## src/rtl/ram4_scan16_if.sv

```systemverilog
// Write/read bus for the four-entry register bank. The bench drives the master side.
// The bank connects to the slave side.
interface ram4_scan16_if #(parameter int WIDTH = 16);
  logic [WIDTH-1:0] i_in;
  logic             i_load;
  logic [1:0]       i_address;
  logic             i_scan_en;
  logic [WIDTH-1:0] o_q0, o_q1, o_q2, o_q3;
  logic [1:0]       o_sel;
  logic [WIDTH-1:0] o_out;
  logic             o_wrap;

  modport master (
    output i_in, i_load, i_address, i_scan_en,
    input  o_q0, o_q1, o_q2, o_q3, o_sel, o_out, o_wrap
  );
  modport slave (
    input  i_in, i_load, i_address, i_scan_en,
    output o_q0, o_q1, o_q2, o_q3, o_sel, o_out, o_wrap
  );
endinterface

```

## src/rtl/ram4_scan16.sv

```systemverilog
// Four 16-bit registers that feed a Mux4Way16. The mux select comes either from the
// write address or from a free-running 2-bit scan counter.
module Mux4Way16 (
  input  logic [15:0] a,
  input  logic [15:0] b,
  input  logic [15:0] c,
  input  logic [15:0] d,
  input  logic [1:0]  sel,
  output logic [15:0] out
);
  always_comb begin
    out = a;
    unique case (sel)
      2'd0: out = a;
      2'd1: out = b;
      2'd2: out = c;
      2'd3: out = d;
      default: out = a;
    endcase
  end
endmodule

module ram4_scan16 #(
  parameter int WIDTH = 16
) (
  input logic          clk,
  input logic          rst,
  ram4_scan16_if.slave bus
);
  logic [3:0][WIDTH-1:0] r_mem;
  logic [1:0]            r_cnt;
  logic                  r_wrap;
  logic [1:0]            w_sel;
  logic [WIDTH-1:0]      w_out;

  for (genvar g = 0; g < 4; g++) begin : g_ent
    always_ff @(posedge clk or posedge rst) begin
      if (rst)                                         r_mem[g] <= '0;
      else if (bus.i_load && bus.i_address == 2'(g))   r_mem[g] <= bus.i_in;
    end
  end

  // The counter only holds when the block leaves scan mode. It is not cleared, so
  // scanning resumes where it stopped.
  always_ff @(posedge clk or posedge rst) begin
    if (rst) begin
      r_cnt  <= '0;
      r_wrap <= 1'b0;
    end else begin
      r_wrap <= bus.i_scan_en && (r_cnt == 2'd3);
      if (bus.i_scan_en) r_cnt <= r_cnt + 2'd1;
    end
  end

  assign w_sel = bus.i_scan_en ? r_cnt : bus.i_address;

  Mux4Way16 u_mux (
    .a   (r_mem[0]),
    .b   (r_mem[1]),
    .c   (r_mem[2]),
    .d   (r_mem[3]),
    .sel (w_sel),
    .out (w_out)
  );

  assign bus.o_q0   = r_mem[0];
  assign bus.o_q1   = r_mem[1];
  assign bus.o_q2   = r_mem[2];
  assign bus.o_q3   = r_mem[3];
  assign bus.o_sel  = w_sel;
  assign bus.o_out  = w_out;
  assign bus.o_wrap = r_wrap;
endmodule

```

## src/flat_wrapper.sv

```systemverilog
// flat-port wrapper written by rule: the top's interface ports become plain ports
module ram4_scan16_flat 
#(
  parameter int WIDTH = 16
)
  (clk, rst, bus_i_in, bus_i_load, bus_i_address, bus_i_scan_en, bus_o_q0, bus_o_q1, bus_o_q2, bus_o_q3, bus_o_sel, bus_o_out, bus_o_wrap);
  ram4_scan16_if #(.WIDTH(WIDTH)) bus_i ();
  input logic clk;
  input logic rst;
  input wire logic [$bits(bus_i.i_in)-1:0] bus_i_in;
  input wire logic [$bits(bus_i.i_load)-1:0] bus_i_load;
  input wire logic [$bits(bus_i.i_address)-1:0] bus_i_address;
  input wire logic [$bits(bus_i.i_scan_en)-1:0] bus_i_scan_en;
  output wire logic [$bits(bus_i.o_q0)-1:0] bus_o_q0;
  output wire logic [$bits(bus_i.o_q1)-1:0] bus_o_q1;
  output wire logic [$bits(bus_i.o_q2)-1:0] bus_o_q2;
  output wire logic [$bits(bus_i.o_q3)-1:0] bus_o_q3;
  output wire logic [$bits(bus_i.o_sel)-1:0] bus_o_sel;
  output wire logic [$bits(bus_i.o_out)-1:0] bus_o_out;
  output wire logic [$bits(bus_i.o_wrap)-1:0] bus_o_wrap;
  assign bus_i.i_in = bus_i_in;
  assign bus_i.i_load = bus_i_load;
  assign bus_i.i_address = bus_i_address;
  assign bus_i.i_scan_en = bus_i_scan_en;
  assign bus_o_q0 = bus_i.o_q0;
  assign bus_o_q1 = bus_i.o_q1;
  assign bus_o_q2 = bus_i.o_q2;
  assign bus_o_q3 = bus_i.o_q3;
  assign bus_o_sel = bus_i.o_sel;
  assign bus_o_out = bus_i.o_out;
  assign bus_o_wrap = bus_i.o_wrap;
  ram4_scan16 #(.WIDTH(WIDTH)) u_core (.clk(clk), .rst(rst), .bus(bus_i));
endmodule
```

## config.mk

```make
export PLATFORM = sky130hd
export DESIGN_NAME = ram4_scan16_flat
export DESIGN_NICKNAME = d
export VERILOG_FILES = /design/src/rtl/ram4_scan16_if.sv /design/src/rtl/ram4_scan16.sv /design/src/flat_wrapper.sv
export SDC_FILE = /design/constraint.sdc
export NUM_CORES = 1
export LEC_CHECK = 0
export ABC_AREA = 0
export CAP_MARGIN = 40
export CORE_ASPECT_RATIO = 0.7
export CORE_MARGIN = 2
export CORE_UTILIZATION = 45
export DETAILED_ROUTE_END_ITERATION = 6
export PLACE_DENSITY = 0.78
export SYNTH_ARGS = -nofsm -noshare
export SYNTH_HDL_FRONTEND = slang
export SYNTH_SLANG_ARGS = --single-unit
```

## constraint.sdc

```tcl
create_clock -name clk -period 3.8 [get_ports clk]
set_input_delay 0.57 -clock clk [delete_from_list [all_inputs] [get_ports clk]]
set_output_delay 0.57 -clock clk [all_outputs]
set_load 0.01 [all_outputs]
```

==> run summary <==
critical path peak fanout: 21
initial antenna violation count: 0
Async SR Flop Fraction: 100%
CTS root buf: clkbuf_8
DRT Pass-1 Iters: 4
Chip Width: 104 microns
final HPWL from detailed placement: 5050 microns
WP data arrival: 2.82 ns
Setup crit start kind: input pin
Power Density: 605 mW/mm^2
vias per std cell: 5.07
ys flop type: dfrtp_1
Syn. warnings: 0
Post-CTS Hold Buffers: 0
row cnt: 25
actual slew at the worst max-slew pin: 0.839 ns
worst hold-check path type: reg2reg
Leak: 2.01 nW
Synth area leaders: dfrtp_1, mux2_2, mux2i_1
clk sinks: 67
# IOs: 105
# DRC: 0
CP required: 3.23 ns
maximum clock rate: 0.295 GHz
Resize count post-CTS: 0
Cells after Synth: 203
die area: 0.00775 sq mm
final clock skew: 0.00242 ns
register area share after synthesis: 52.8%
most frequent cells after synthesis: dfrtp_1, mux2_2, mux2i_1
clock tree buffer depth: 2
Layout Utilization: 66.4%
first-pass GRT wire length: 11,400 microns
initial cell density of the core: 46.7%
Die Ht: 74.3 microns
worst setup path class: in2out
RSZ-0062 raised after global routing: false
Final Hold Fails: 0
Inserted Clock Buffers: 9
slew margin rel.: 44.0%
CTS tree: yes
Worst VDD drop: 0.267 mV
RePlAce Congestion: 0.736
Total Wirelength: 7080 microns
Avg Cell Area, Syn: 15.6 sq um
htree depth: 3
final number of setup-violating endpoints: 0
Overflow after GRT: 0
layout cells sized above 1: 29.6%
setup TNS: 0 ns
fin. max-slew vios: 0
most common cell in the netlist: dfrtp_1
clock latency at the later pin of the worst-skew pair: 0.34 ns
cell taking the most area after synthesis: dfrtp_1
Crit. End Element: output port
Wirelength per Cell: 17.2 microns
min cycle time layout: 3.39 ns
Initial DRC Count: 36
Reg clk slew, reported paths: 0.06 ns
largest net degree at the start of global routing: 37
status: complete, no violations
diode count: 0
Mapped Nets: 226
layout net count: 336
Area Overhead vs Synth: 42.1%
synthesized area: 0.00317 sq mm
port bufs: 104
Core Box Area: 0.00679 sq mm
Post-synth EDFFs: 0
Yosys reg bits: 67
Unique masters post-synth: 16
Max-Cap Viols: 0
Final ANT Viol Nets: 0
number of global-route vias before repair: 2,083
area fraction of the dominant cell type after synthesis: 52.8%
Final period util: 89.2%
Vias: 2,087
PnR Total Power: 0.00273 W
Tot GR Track Use: 19.5%
Post CTS Setup Buffer Count: 0
==> state kept, by name, indices dropped and copies added (netlist names) <==
name	count
u_core.bus.o_q0	16
u_core.bus.o_q1	16
u_core.bus.o_q2	16
u_core.bus.o_q3	16
u_core.bus.o_wrap	1
u_core.r_cnt	2
==> where the power goes <==
group | leakage [nW] | internal, W | switching (W)
Combinational | 1.10 | 0.000665 | 0.000420
Sequential | 0.794 | 0.000858 | 0.000129
Clock | 0.119 | 0.000402 | 0.000255
Total | 2.01 | 0.00192 | 0.000804
==> cell families after synthesis <==
family,share of synthesized area (%)
multiplexers,40.8
flip-flops,52.8
buffers and inverters,3.31
AND/OR/NAND/NOR,2.37
XOR/XNOR,0.276
adder cells (fa/ha/maj),0.394
==> layout by cell type, fill, tap and decap left out, drive strengths merged <==
| master | netlist | layout |
|---|---|---|
| clkdlybuf4s50 | 0 | 104 |
| dfrtp | 67 | 67 |
| mux2 | 65 | 65 |
| mux2i | 50 | 50 |
| clkbuf | 0 | 11 |
| buf | 11 | 6 |
| clkinv | 0 | 3 |
| inv | 3 | 3 |
| nand3b | 2 | 2 |
| bufinv | 0 | 2 |
| nor3b | 1 | 1 |
| and2 | 1 | 1 |
| nand3 | 1 | 1 |
| xor2 | 1 | 1 |
| ha | 1 | 1 |
==> area by class of cell <==
class	count	area, sq um
clock buffer	11	151
clock inverter	5	75.1
fill	524	2280
inverter	3	11.3
multi-input combinational	122	1390
sequential	67	1680
tap	94	118
timing repair buffer	110	1090
==> final timing paths <==
check / startpoint / endpoint / slack, ns / depth (start not counted)
worst max-delay path: bus_i_scan_en / bus_o_out[11] / 0.41 / 6
worst min-delay path: u_core.bus.o_q3[10]$_DFFE_PP0P_ / u_core.bus.o_q3[10]$_DFFE_PP0P_ / 0.53 / 1
worst max register to register: u_core.r_cnt[0]$_DFFE_PP0P_ / u_core.r_cnt[1]$_DFFE_PP0P_ / 2.69 / 2
worst min register to register: u_core.bus.o_q3[10]$_DFFE_PP0P_ / u_core.bus.o_q3[10]$_DFFE_PP0P_ / 0.53 / 1
max in group asynchronous: rst / u_core.bus.o_q3[12]$_DFFE_PP0P_ / 2.23 / 3
min in group asynchronous: rst / u_core.bus.o_q1[9]$_DFFE_PP0P_ / 0.68 / 2
==> worst max-delay path: stages <==
cell	delay [ns]
clkdlybuf4s50_1	0.68
mux2i_4	0.29
buf_4	0.37
mux2i_1	0.12
mux2i_1	0.20
clkdlybuf4s50_1	0.58
==> metrics by stage <==
stage,setup slack (ns),cells,cell area [sq um],hold slack (ns)
4_1_cts,0.403,412,4510,0.533
3_3_place_gp,0.431,396,4280,0.517
2_1_floorplan,1.55,203,3170,0.515
3_5_place_dp,0.406,396,4280,0.518
5_1_grt,0.267,412,4510,0.560
6_report,0.409,412,4510,0.528
==> layer usage <==
layer / vias to the layer above / part of all wire, % / routed length, microns / global-route usage [%]
met3: 7 / 5.2 / 366 / 5.26
met5: - / 0 / 0 / 0
met4: 0 / 1.3 / 90 / 7.21
met1: 1060 / 48 / 3430 / 27.6
met2: 66 / 45 / 3190 / 29.3
li1: 954 / - / - / -
Power figures use the tool's default switching activity.
